<file path="src/rtl/limbus_sysid_ctrl.sv">
// limbus_sysid_ctrl: post-reset (and optional periodic) self-check of the system-ID slave,
// sharing the slave with one Avalon-MM host read port. Define LIMBUS_SYSID_IRQ_EN for irq/irq_clr.
module limbus_sysid_ctrl #(
    parameter logic [31:0] EXP_ID         = 32'd666,
    parameter logic [31:0] EXP_TS         = 32'd1354828801,
    parameter int unsigned RECHECK_CYCLES = 0,
    parameter int unsigned CNT_W          = 8
) (
    input  logic              clock,
    input  logic              reset_n,
    input  logic              host_read,
    input  logic              host_address,
    output logic              host_waitrequest,
    output logic [31:0]       host_readdata,
    output logic              host_readdatavalid,
    output logic              sysid_address,
    input  logic [31:0]       sysid_readdata,
    output logic              check_done,
    output logic              id_ok,
    output logic              ts_ok,
    output logic [31:0]       id_value,
    output logic [31:0]       ts_value,
    output logic [CNT_W-1:0]  mismatch_cnt
`ifdef LIMBUS_SYSID_IRQ_EN
    ,
    output logic              irq,
    input  logic              irq_clr
`endif
);

    typedef enum logic [2:0] {
        ID_ADDR,
        ID_CAP,
        TS_ADDR,
        TS_CAP,
        CMP,
        DONE,
        HOST_CAP
    } state_t;

    localparam int unsigned     RC_W       = (RECHECK_CYCLES > 1) ? $clog2(RECHECK_CYCLES) : 1;
    localparam bit              RECHECK_EN = (RECHECK_CYCLES != 0);
    localparam logic [RC_W-1:0] RC_LAST    = RECHECK_EN ? RC_W'(RECHECK_CYCLES - 1) : '0;

    state_t            state_q;
    logic              sysid_addr_q;
    logic [31:0]       id_value_q;
    logic [31:0]       ts_value_q;
    logic [31:0]       rdata_q;
    logic              rdv_q;
    logic              done_q;
    logic              id_ok_q;
    logic              ts_ok_q;
    logic [CNT_W-1:0]  cnt_q;
    logic [CNT_W-1:0]  cnt_d;
    logic [RC_W-1:0]   recheck_q;
    logic              mismatch;
    logic              recheck_due;
`ifdef LIMBUS_SYSID_IRQ_EN
    logic              irq_q;
`endif

    always_comb begin
        mismatch    = (id_value_q != EXP_ID) || (ts_value_q != EXP_TS);
        recheck_due = RECHECK_EN && (recheck_q == RC_LAST);
        cnt_d       = cnt_q;
        if (mismatch && (cnt_q != '1)) begin
            cnt_d = cnt_q + CNT_W'(1);
        end
    end

    always_ff @(posedge clock or negedge reset_n) begin
        if (!reset_n) begin
            state_q      <= ID_ADDR;
            sysid_addr_q <= 1'b0;
            id_value_q   <= '0;
            ts_value_q   <= '0;
            rdata_q      <= '0;
            rdv_q        <= 1'b0;
            done_q       <= 1'b0;
            id_ok_q      <= 1'b0;
            ts_ok_q      <= 1'b0;
            cnt_q        <= '0;
            recheck_q    <= '0;
`ifdef LIMBUS_SYSID_IRQ_EN
            irq_q        <= 1'b0;
`endif
        end else begin
            rdv_q <= 1'b0;
`ifdef LIMBUS_SYSID_IRQ_EN
            // A set in CMP below overrides this clear when both happen together.
            if (irq_clr) begin
                irq_q <= 1'b0;
            end
`endif
            case (state_q)
                ID_ADDR: begin
                    sysid_addr_q <= 1'b0;
                    state_q      <= ID_CAP;
                end
                ID_CAP: begin
                    id_value_q <= sysid_readdata;
                    state_q    <= TS_ADDR;
                end
                TS_ADDR: begin
                    sysid_addr_q <= 1'b1;
                    state_q      <= TS_CAP;
                end
                TS_CAP: begin
                    ts_value_q <= sysid_readdata;
                    state_q    <= CMP;
                end
                CMP: begin
                    id_ok_q <= (id_value_q == EXP_ID);
                    ts_ok_q <= (ts_value_q == EXP_TS);
                    cnt_q   <= cnt_d;
                    done_q  <= 1'b1;
`ifdef LIMBUS_SYSID_IRQ_EN
                    if (mismatch) begin
                        irq_q <= 1'b1;
                    end
`endif
                    state_q <= DONE;
                end
                DONE: begin
                    // Host reads freeze the recheck timer, so an expiry that collides with a read fires on the next idle DONE cycle.
                    if (host_read) begin
                        sysid_addr_q <= host_address;
                        state_q      <= HOST_CAP;
                    end else if (recheck_due) begin
                        recheck_q <= '0;
                        state_q   <= ID_ADDR;
                    end else if (RECHECK_EN) begin
                        recheck_q <= recheck_q + RC_W'(1);
                    end
                end
                HOST_CAP: begin
                    rdata_q <= sysid_readdata;
                    rdv_q   <= 1'b1;
                    state_q <= DONE;
                end
                default: begin
                    state_q <= ID_ADDR;
                end
            endcase
        end
    end

    assign host_waitrequest   = (state_q != DONE);
    assign host_readdata      = rdata_q;
    assign host_readdatavalid = rdv_q;
    assign sysid_address      = sysid_addr_q;
    assign check_done         = done_q;
    assign id_ok              = id_ok_q;
    assign ts_ok              = ts_ok_q;
    assign id_value           = id_value_q;
    assign ts_value           = ts_value_q;
    assign mismatch_cnt       = cnt_q;
`ifdef LIMBUS_SYSID_IRQ_EN
    assign irq                = irq_q;
`endif

endmodule

</file>
<file path="config.mk">
export PLATFORM = sky130hd
export DESIGN_NAME = limbus_sysid_ctrl
export DESIGN_NICKNAME = d
export VERILOG_FILES = /design/src/rtl/limbus_sysid_ctrl.sv
export SDC_FILE = /design/constraint.sdc
export NUM_CORES = 1
export LEC_CHECK = 0
export CORE_MARGIN = 10
export CORE_UTILIZATION = 46
export DETAILED_ROUTE_END_ITERATION = 6
export PLACE_DENSITY = 0.9
export SLEW_MARGIN = 0
export SYNTH_ARGS = -nofsm -noshare
export SYNTH_HDL_FRONTEND = slang
export SYNTH_SLANG_ARGS = --single-unit
</file>
<file path="constraint.sdc">
create_clock -name clock -period 2.51 [get_ports clock]
set_input_delay 0.502 -clock clock [delete_from_list [all_inputs] [get_ports clock]]
set_output_delay 0.502 -clock clock [all_outputs]
set_load 0.02 [all_outputs]
</file>
## Word level (Yosys, flattened, before mapping)

Cells that the tools add are included.

- Register bits after elaboration: 112
- Input port bits: 36
- Output and inout bits: 110
- Word-level logic and storage cells: 36

- $add $sub $neg: 1
- Equal/unequal tests: 13
- Muxes and demuxes: 5
- Reduce and logical (&&, ||, !) cells: 7

Operators by type and width:

| kind | number |
|---|---|
| equality test 32 x 10 -> 1 bit (second input constant) | 1 |
| equality test 32 x 31 -> 1 bit (second input constant) | 1 |
| inequality test 32 x 10 -> 1 bit (second input constant) | 1 |
| inequality test 32 x 31 -> 1 bit (second input constant) | 1 |
| one-hot mux 3 bit (6 select lines) | 1 |
| equality test 3 bit (second input constant) | 3 |
| adder 8 x 1 -> 8 bit (second input constant) | 1 |
| inequality test 8 bit (second input constant) | 1 |
| equality test 3 x 2 -> 1 bit (second input constant) | 2 |
| AND reduction 2 bit | 2 |
| equality test 3 x 1 -> 1 bit (second input constant) | 1 |
| logical NOT 3 bit | 1 |
| two-way mux 3 bit | 1 |
| inequality test 3 bit (second input constant) | 1 |
| one-hot mux 1 bit (3 select lines) | 1 |
| nonzero test 3 bit | 1 |
| two-way mux 1 bit | 2 |
| inequality test 2 bit (second input constant) | 1 |
| OR reduction 2 bit | 1 |
| logical AND 1 bit | 1 |
| logical OR 1 bit | 1 |

## Depth between registers and ports, before layout

Gate-level depths: netlist of run 1.

- Depth in word-level cells: 4
- Depth in mapped cells: 5
- Gate-level depth less buffers: 5

## Worst setup path after synthesis of run 1

OpenSTA, ideal clock, no wires.

- Path kind: register to register
- Start point: reg ts_value_q[19] (netlist: ts_value[19])
- End point: reg cnt_q[1] (netlist: mismatch_cnt[1])
- Setup time: 0.125 ns
- Arrival time: 1.745 ns
- Data required time: 2.385 ns
- Slack: 0.640 ns
- Cell stages (with the launch flop): 6
- Buffers on the path: 0
- Period minus slack after synthesis: 1.870 ns
- Path through: dfrtp_1 > nor4b_2 > nand4_1 > nor4_4 > nor2_2 > mux2_4

- Word-level cells in the longest chain between the ends: 4

Ends and longest elaborated chain:

| item | line | source |
|---|---|---|
| start, declared | 48 | `logic [31:0] ts_value_q;` |
| start signal, assigned | 110 | `ts_value_q <= sysid_readdata;` |
| inequality test 32 x 31 -> 1 bit | 64 | `mismatch = (id_value_q != EXP_ID) \|\| (ts_value_q != EXP_TS);` |
| logical OR 1 bit | 64 |  |
| logical AND 1 bit | 67 | `if (mismatch && (cnt_q != '1)) begin` |
| AND reduction 2 bit (no source line) | n/a |  |
| end signal, assigned | 116 | `cnt_q <= cnt_d;` |
| end, declared | 54 | `logic [CNT_W-1:0] cnt_q;` |

No other way between the ends.
A chain may end at the register's enable or synchronous reset.

## Worst setup path in the final report of run 1

- Start point: reg state_q[0]
- End point: out host_waitrequest

- Word-level cells in the longest chain between the ends: 1

Ends and longest elaborated chain:

| item | line | source |
|---|---|---|
| start, declared | 45 | `state_t state_q;` |
| start signal, assigned | 74 | `state_q <= ID_ADDR;` |
| start signal, assigned | 99 | `state_q <= ID_CAP;` |
| start signal, assigned | 103 | `state_q <= TS_ADDR;` |
| inequality test 3 bit | 149 | `assign host_waitrequest = (state_q != DONE);` |
| end, declared | 13 | `output logic host_waitrequest,` |

No other way between the ends.

==> flow_results.xml, run 1 <==
<?xml version="1.0" encoding="UTF-8"?>
<metrics>
  <group name="synthesis">
    <metric name="postSynthRegisterBits" unit="">112</metric>
    <metric name="ys.warnings.count" unit="">0</metric>
    <metric name="yosys.cell_types.count" unit="">33</metric>
    <metric name="synth_nets" unit="">327</metric>
    <metric name="synth_xor_xnor_area_share" unit="%">1.38</metric>
    <metric name="synthDominantCellAreaShare" unit="%">62.9</metric>
    <metric name="synth_area_per_cell" unit="um2">15.4</metric>
    <metric name="synth_area_leader_cell" unit="">dfrtp_1</metric>
    <metric name="post_synthesis_instance_area" unit="um2">4450</metric>
    <metric name="ys_top_cells_by_area" unit="">dfrtp_1 (63%), mux2_2 (25%), xor2_1 (1.4%)</metric>
    <metric name="yosysSeqAreaShare" unit="%">62.9</metric>
    <metric name="synthesis.instances" unit="">290</metric>
    <metric name="synth-edff-count" unit="">0</metric>
    <metric name="main_combinational_cell_family_by_area_after_synthesis" unit="">multiplexers</metric>
    <metric name="synth.mux.area_fraction" unit="%">25.1</metric>
    <metric name="synth_compound_gate_area_share" unit="%">0.899</metric>
    <metric name="synth_fa_ha_area_share" unit="%">0.281</metric>
    <metric name="yosys.area_share.simple" unit="%">8.09</metric>
    <metric name="synth_ff_type" unit="">dfrtp_1</metric>
    <metric name="asyncSetResetFlopFracSynth" unit="%">100</metric>
  </group>
  <group name="timing">
    <metric name="tightestPinTransition" unit="ns">0.849</metric>
    <metric name="pnr_worst_setup_slack" unit="ns">0.232</metric>
    <metric name="report.final.hold_viol_count" unit="">0</metric>
    <metric name="timing.final.crit_period" unit="ns">2.28</metric>
    <metric name="finalSetupViolCount" unit="">0</metric>
    <metric name="hold-worst-slack" unit="ns">0.192</metric>
    <metric name="maxSlewViolCount" unit="">0</metric>
    <metric name="fin_skew" unit="ns">0.0129</metric>
    <metric name="unrepaired_setup_endpoints_after_global_routing" unit="">no</metric>
    <metric name="tns" unit="ns">0</metric>
    <metric name="layout_worst_path_cycle_share" unit="%">90.8</metric>
    <metric name="relSlewSlack" unit="%">43.2</metric>
    <metric name="achievable_frequency" unit="MHz">439</metric>
  </group>
  <group name="worst_setup_path">
    <metric name="timing.rr.end" unit="">mismatch_cnt[1]$_DFFE_PN0P_</metric>
    <metric name="worstPathArrival" unit="ns">1.78</metric>
    <metric name="worst-setup-path-type" unit="">reg -&gt; out</metric>
    <metric name="type_of_destination_of_the_critical_path" unit="">output port</metric>
    <metric name="worst-r2r-cell-count" unit="">5</metric>
    <metric name="timing.rr.start" unit="">id_value[16]$_DFFE_PN0N_</metric>
    <metric name="crit_path_start_kind" unit="">flip-flop</metric>
    <metric name="setup.reg_to_reg.worst_slack" unit="ns">0.35</metric>
    <metric name="cp_max_fo" unit="">7</metric>
    <metric name="required" unit="ns">2.01</metric>
  </group>
  <group name="run_status">
    <metric name="result_of_the_run" unit="">complete, no violations</metric>
  </group>
  <group name="power">
    <metric name="comb_power_share" unit="%">51.7</metric>
    <metric name="total_power" unit="mW">9.26</metric>
    <metric name="net-switching-power" unit="mW">3.55</metric>
    <metric name="share_seq_of_total_power" unit="%">36.4</metric>
    <metric name="power_leakage" unit="nW">2.59</metric>
    <metric name="power_frac_clock" unit="%">11.9</metric>
    <metric name="power_density" unit="nW/um2">1480</metric>
    <metric name="worst_ir_drop_vdd" unit="mV">0.805</metric>
    <metric name="intPower" unit="mW">5.71</metric>
    <metric name="switching_share" unit="%">38.4</metric>
  </group>
  <group name="floorplanning">
    <metric name="core_area" unit="um2">9330</metric>
    <metric name="ioPinCount" unit="">146</metric>
    <metric name="initial_utilization" unit="%">47.8</metric>
    <metric name="placement_rows" unit="">35</metric>
    <metric name="chipWidth" unit="um">118</metric>
    <metric name="die-area" unit="um2">14000</metric>
    <metric name="die_height" unit="um">118</metric>
  </group>
  <group name="placement">
    <metric name="routabilityCongestion" unit="">0.812</metric>
    <metric name="worst_slack_after_detailed_placement" unit="ns">0.342</metric>
    <metric name="placement.io_buffers" unit="">145</metric>
    <metric name="hpwlAfterDp" unit="um">8890</metric>
  </group>
  <group name="clock_tree">
    <metric name="clk_root_buffer_cell" unit="">clkbuf_8</metric>
    <metric name="clock_insertion_delay_worst_skew" unit="ns">0.37</metric>
    <metric name="cts_setup_buffers" unit="">0</metric>
    <metric name="number_of_levels_the_h_tree_was_split_into" unit="">3</metric>
    <metric name="clock_tree_from_tritoncts" unit="">built</metric>
    <metric name="cts_resized" unit="">0</metric>
    <metric name="ctsHoldBuffers" unit="">0</metric>
    <metric name="numCtsBuffers" unit="">9</metric>
    <metric name="tritoncts_num_sinks" unit="">112</metric>
    <metric name="path_clk_slew" unit="ns">0.11</metric>
    <metric name="clock_path_buffers" unit="">2</metric>
  </group>
  <group name="final_layout">
    <metric name="fill_cells" unit="">662</metric>
    <metric name="area_growth_syn_to_fin" unit="%">40.8</metric>
    <metric name="diodes" unit="">0</metric>
    <metric name="multi_input_area" unit="um2">1600</metric>
    <metric name="final_nets" unit="">474</metric>
    <metric name="layout.area.seq" unit="um2">2800</metric>
    <metric name="drive_gt1_share" unit="%">29.2</metric>
  </group>
  <group name="global_routing">
    <metric name="first_pass_grt_wire_length" unit="um">18500</metric>
    <metric name="total_congestion_overflow" unit="">0</metric>
    <metric name="grt_max_degree" unit="">113</metric>
    <metric name="grt_use_total" unit="%">16.6</metric>
    <metric name="antenna_found_initial" unit="">0</metric>
    <metric name="grt_pass1_vias" unit="">3245</metric>
  </group>
  <group name="detailed_routing">
    <metric name="totalWireLength" unit="um">11700</metric>
    <metric name="drt-wirelength-per-cell" unit="um">20.5</metric>
    <metric name="drt_iter0_markers" unit="">162</metric>
    <metric name="remaining_drc_errors" unit="">0</metric>
    <metric name="detailroute.via_count" unit="">2956</metric>
    <metric name="ant_nets" unit="">0</metric>
    <metric name="avgViaCountPerCell" unit="">5.18</metric>
    <metric name="pre_repair_dr_iteration_count" unit="">4</metric>
  </group>
  <group name="job">
    <metric name="maxCapViolations" unit="">0</metric>
  </group>
  <group name="min_path">
    <metric name="hold_path.class" unit="">in -&gt; async</metric>
  </group>
</metrics>
[final cells by class]
cell class | instances | share of cell area, %
clock buffers | 10 | 2.04
flip-flops and latches | 112 | 44.7
clock inverters | 6 | 1.20
well taps | 129 | 2.57
multi-input cells | 165 | 25.6
inverters | 1 | 0.0599
repair buffers | 148 | 23.9
[kinds of logic after synthesis]
group,after synthesis
flops,112
buf+inv,13
compound gates,6
xor+xnor,7
fa+ha+maj,1
mux,99
simple gates,52
[cell usage in the layout (no fill, tap or decap), types with 2 or more instances in the layout]
| cell | synthesis | routed |
|---|---|---|
| clkdlybuf4s50_1 | 0 | 144 |
| dfrtp_1 | 112 | 112 |
| mux2_2 | 97 | 97 |
| nor4_1 | 9 | 9 |
| clkbuf_8 | 0 | 9 |
| nand2_1 | 9 | 8 |
| xor2_1 | 7 | 7 |
| nand4_1 | 5 | 5 |
| nand3_1 | 4 | 4 |
| nor2_1 | 4 | 4 |
| nor4b_1 | 3 | 3 |
| or2_2 | 2 | 2 |
| and4bb_2 | 2 | 2 |
| nor4b_2 | 2 | 2 |
| nor4bb_1 | 2 | 2 |
| nor3_1 | 2 | 2 |
| o21ai_0 | 2 | 2 |
| inv_6 | 0 | 2 |
| buf_4 | 0 | 2 |
| buf_12 | 0 | 2 |
[flip-flops by register name, indices dropped and copies added (netlist names), 3 cells and up]
signal         count
mismatch_cnt       8
state_q            3
ts_value          32
host_readdata     32
id_value          32
[layer usage]
layer  routed length [um]  up-vias  global-route usage (%)
met5                    0        -                       0
met2                 5970       97                    28.3
met1                 4710     1500                    19.0
li1                     -     1346                       -
met3                  895       13                    6.24
met4                  144        0                    4.73
[critical path, stage by stage (launching register included)]
cell and delay, ns:
dfrtp_1 0.47, and2b_1 0.24, nand2_1 0.10, clkdlybuf4s50_1 0.61
[Yosys cell counts, types with 2 or more instances]
cell,number
nor4b_1,3
nand4_1,5
nor2_1,4
and4bb_2,2
nor3_1,2
nand3_1,4
nor2b_1,2
dfrtp_1,112
nor4b_2,2
nor4bb_1,2
or2_2,2
o21ai_0,2
clkbuf_1,3
buf_2,8
nand2_1,9
mux2_2,97
xor2_1,7
nor4_1,9
[power by group through the flow]
stage / sequential [mW] / combinational, mW / clock [mW]
after floorplan: 4.33 / 1.51 / 0
after global placement: 3.33 / 4.74 / 0
after detailed placement: 3.41 / 4.85 / 0
after CTS: 3.37 / 4.87 / 1.13
after global routing: 3.50 / 5.06 / 1.20
final: 3.37 / 4.79 / 1.11
[worst max-delay path by stage]
stage | startpoint | end | slack [ns] | cells after the start
6_report | state_q[0]$_DFFE_PN0P_ | host_waitrequest | 0.23 | 3
3_5_place_dp | id_value[16]$_DFFE_PN0N_ | mismatch_cnt[1]$_DFFE_PN0P_ | 0.34 | 5
4_1_cts | state_q[0]$_DFFE_PN0P_ | host_waitrequest | 0.21 | 3
3_3_place_gp | id_value[28]$_DFFE_PN0N_ | mismatch_cnt[1]$_DFFE_PN0P_ | 0.38 | 5
5_1_grt | id_value[25]$_DFFE_PN0N_ | mismatch_cnt[1]$_DFFE_PN0P_ | 0.10 | 5
2_1_floorplan | ts_value[19]$_DFFE_PN0P_ | mismatch_cnt[1]$_DFFE_PN0P_ | 0.64 | 5
[metrics by stage]
stage,instance area [um2],cells,util [%]
final,6270,571,67.2
after global routing,6270,571,67.2
after CTS,6270,571,67.2
after detailed placement,6070,555,65.0
after global placement,6070,555,65.0
after floorplan,4450,290,-
No activity file was read; power rests on OpenSTA's default activity.
==> inputs of run 2 (changes only) <==
- clock period: 2.51 -> 2.1 ns (I/O delays scaled with it)
==> flow_results.xml, run 2 (synthesis results as in run 1) <==
<?xml version="1.0" encoding="UTF-8"?>
<metrics>
  <group name="final_layout">
    <metric name="drive_gt1_share" unit="%">30.0</metric>
    <metric name="final_cell_mix" unit="">clkdlybuf4s50_1 (143), dfrtp_1 (112), mux2_2 (97)</metric>
    <metric name="final_nets" unit="">478</metric>
    <metric name="area_growth_syn_to_fin" unit="%">41.2</metric>
    <metric name="post-route-cell-area" unit="um2">6290</metric>
    <metric name="layout.cells.most_common" unit="">clkdlybuf4s50_1</metric>
    <metric name="diodes" unit="">0</metric>
    <metric name="postLayoutCoreUtil" unit="%">67.4</metric>
  </group>
  <group name="timing">
    <metric name="layout_worst_path_cycle_share" unit="%">94.4</metric>
    <metric name="finalSetupViolCount" unit="">0</metric>
    <metric name="unrepaired_setup_endpoints_after_global_routing" unit="">no</metric>
    <metric name="report.final.hold_viol_count" unit="">0</metric>
    <metric name="hold-worst-slack" unit="ns">0.0919</metric>
    <metric name="tightestPinTransition" unit="ns">0.836</metric>
    <metric name="maxSlewViolCount" unit="">0</metric>
    <metric name="tns" unit="ns">0</metric>
    <metric name="fin_skew" unit="ns">0.0135</metric>
    <metric name="achievable_frequency" unit="MHz">505</metric>
    <metric name="timing.final.crit_period" unit="ns">1.98</metric>
    <metric name="relSlewSlack" unit="%">44.2</metric>
    <metric name="pnr_worst_setup_slack" unit="ns">0.119</metric>
  </group>
  <group name="placement">
    <metric name="placement.cell_area" unit="um2">6090</metric>
    <metric name="routabilityCongestion" unit="">0.795</metric>
    <metric name="placement.io_buffers" unit="">145</metric>
    <metric name="hpwlAfterDp" unit="um">8930</metric>
    <metric name="worst_slack_after_detailed_placement" unit="ns">-0.0673</metric>
  </group>
  <group name="run_status">
    <metric name="result_of_the_run" unit="">complete, no violations</metric>
  </group>
  <group name="detailed_routing">
    <metric name="drt-wirelength-per-cell" unit="um">20.2</metric>
    <metric name="drt_iter0_markers" unit="">124</metric>
    <metric name="detailroute.via_count" unit="">2986</metric>
    <metric name="ant_nets" unit="">0</metric>
    <metric name="avgViaCountPerCell" unit="">5.19</metric>
    <metric name="remaining_drc_errors" unit="">0</metric>
    <metric name="totalWireLength" unit="um">11600</metric>
    <metric name="pre_repair_dr_iteration_count" unit="">4</metric>
  </group>
  <group name="floorplanning">
    <metric name="placement_rows" unit="">35</metric>
    <metric name="initial_utilization" unit="%">47.8</metric>
    <metric name="ioPinCount" unit="">146</metric>
    <metric name="die-area" unit="um2">14000</metric>
    <metric name="die_height" unit="um">118</metric>
    <metric name="chipWidth" unit="um">118</metric>
    <metric name="core_area" unit="um2">9330</metric>
  </group>
  <group name="global_routing">
    <metric name="grt_max_degree" unit="">113</metric>
    <metric name="grt_pass1_vias" unit="">3293</metric>
    <metric name="antenna_found_initial" unit="">0</metric>
    <metric name="first_pass_grt_wire_length" unit="um">18500</metric>
    <metric name="grt_use_total" unit="%">16.2</metric>
    <metric name="total_congestion_overflow" unit="">0</metric>
  </group>
  <group name="worst_setup_path">
    <metric name="timing.critical_path.cells" unit="">nor4b_2 -&gt; nand4_1 -&gt; nor4_4 -&gt; buf_4 -&gt; nor4_1 -&gt; xor2_1</metric>
    <metric name="critical_path.max_stage_delay" unit="ns">0.42</metric>
    <metric name="required" unit="ns">2.33</metric>
    <metric name="critPathTopFamily" unit="">simple AND/OR/NAND/NOR gates</metric>
    <metric name="cp_max_fo" unit="">6</metric>
    <metric name="worst-r2r-cell-count" unit="">6</metric>
    <metric name="type_of_destination_of_the_critical_path" unit="">flip-flop</metric>
    <metric name="worst-setup-path-type" unit="">reg -&gt; reg</metric>
    <metric name="critPathSlowestCell" unit="">dfrtp_1</metric>
    <metric name="crit_buf_inv" unit="">1</metric>
    <metric name="setup.reg_to_reg.worst_slack" unit="ns">0.12</metric>
    <metric name="timing.rr.end" unit="">mismatch_cnt[7]$_DFFE_PN0P_</metric>
    <metric name="timing.rr.start" unit="">ts_value[19]$_DFFE_PN0P_</metric>
    <metric name="crit_path_start_kind" unit="">flip-flop</metric>
    <metric name="worstPathArrival" unit="ns">2.22</metric>
  </group>
  <group name="clock_tree">
    <metric name="clock_path_buffers" unit="">2</metric>
    <metric name="path_clk_slew" unit="ns">0.11</metric>
    <metric name="clk_root_buffer_cell" unit="">clkbuf_8</metric>
    <metric name="tritoncts_num_sinks" unit="">112</metric>
    <metric name="numCtsBuffers" unit="">9</metric>
    <metric name="clock_tree_from_tritoncts" unit="">built</metric>
    <metric name="number_of_levels_the_h_tree_was_split_into" unit="">3</metric>
    <metric name="clock_insertion_delay_worst_skew" unit="ns">0.36</metric>
  </group>
  <group name="power">
    <metric name="worst_ir_drop_vdd" unit="mV">1.10</metric>
    <metric name="power_density" unit="nW/um2">1740</metric>
    <metric name="power_leakage" unit="nW">2.60</metric>
  </group>
  <group name="min_path">
    <metric name="hold_path.class" unit="">in -&gt; async</metric>
  </group>
  <group name="job">
    <metric name="maxCapViolations" unit="">0</metric>
  </group>
</metrics>
run 2: worst max-delay path by stage:
stage                                        start                           to  slack, ns  cells past startpoint
after CTS                 ts_value[19]$_DFFE_PN0P_  mismatch_cnt[7]$_DFFE_PN0P_       0.06                      6
final                     ts_value[19]$_DFFE_PN0P_  mismatch_cnt[7]$_DFFE_PN0P_       0.12                      6
after floorplan           ts_value[19]$_DFFE_PN0P_  mismatch_cnt[1]$_DFFE_PN0P_       0.23                      5
after global routing      ts_value[19]$_DFFE_PN0P_  mismatch_cnt[6]$_DFFE_PN0P_       0.01                      6
after global placement     ts_value[6]$_DFFE_PN0P_  mismatch_cnt[5]$_DFFE_PN0P_      -0.03                      6
after detailed placement   ts_value[6]$_DFFE_PN0P_  mismatch_cnt[7]$_DFFE_PN0P_      -0.07                      6
run 2: area by class of cell:
class / count / area, um2
inverter: 1 / 3.75
multi-input combinational: 165 / 1620
tap: 129 / 161
sequential: 112 / 2800
clock buffer: 10 / 128
timing repair buffer: 152 / 1530
clock inverter: 6 / 52.6
fill: 706 / 3040
run 2: timing repair:
action / CTS / global route
pin swaps: 0 / 1
hold buffers: 0 / 0
resized for setup: 2 / 1
cloned: 0 / 0
buffers inserted: 0 / 1
setup endpoints to repair: 8 / 3
run 2: metrics by stage:
stage | power (mW) | std cells
6_report | 11.0 | 575
5_1_grt | 11.6 | 575
4_1_cts | 11.1 | 574
3_5_place_dp | 9.89 | 558
3_3_place_gp | 9.67 | 558
2_1_floorplan | 6.97 | 290
run 2: where the power goes:
part / total (mW) / switching (mW) / internal, mW
Clock: 1.19 / 0.736 / 0.452
Combinational: 5.72 / 2.67 / 3.05
Sequential: 4.06 / 0.841 / 3.22
run 2: metal layers:
metal / up-vias / GRT usage, % / wire length, um
li1: 1355 / - / -
met1: 1525 / 19.2 / 4830
met2: 93 / 27.4 / 5820
met3: 13 / 6.00 / 833
met4: 0 / 3.89 / 148
met5: - / 0 / 0
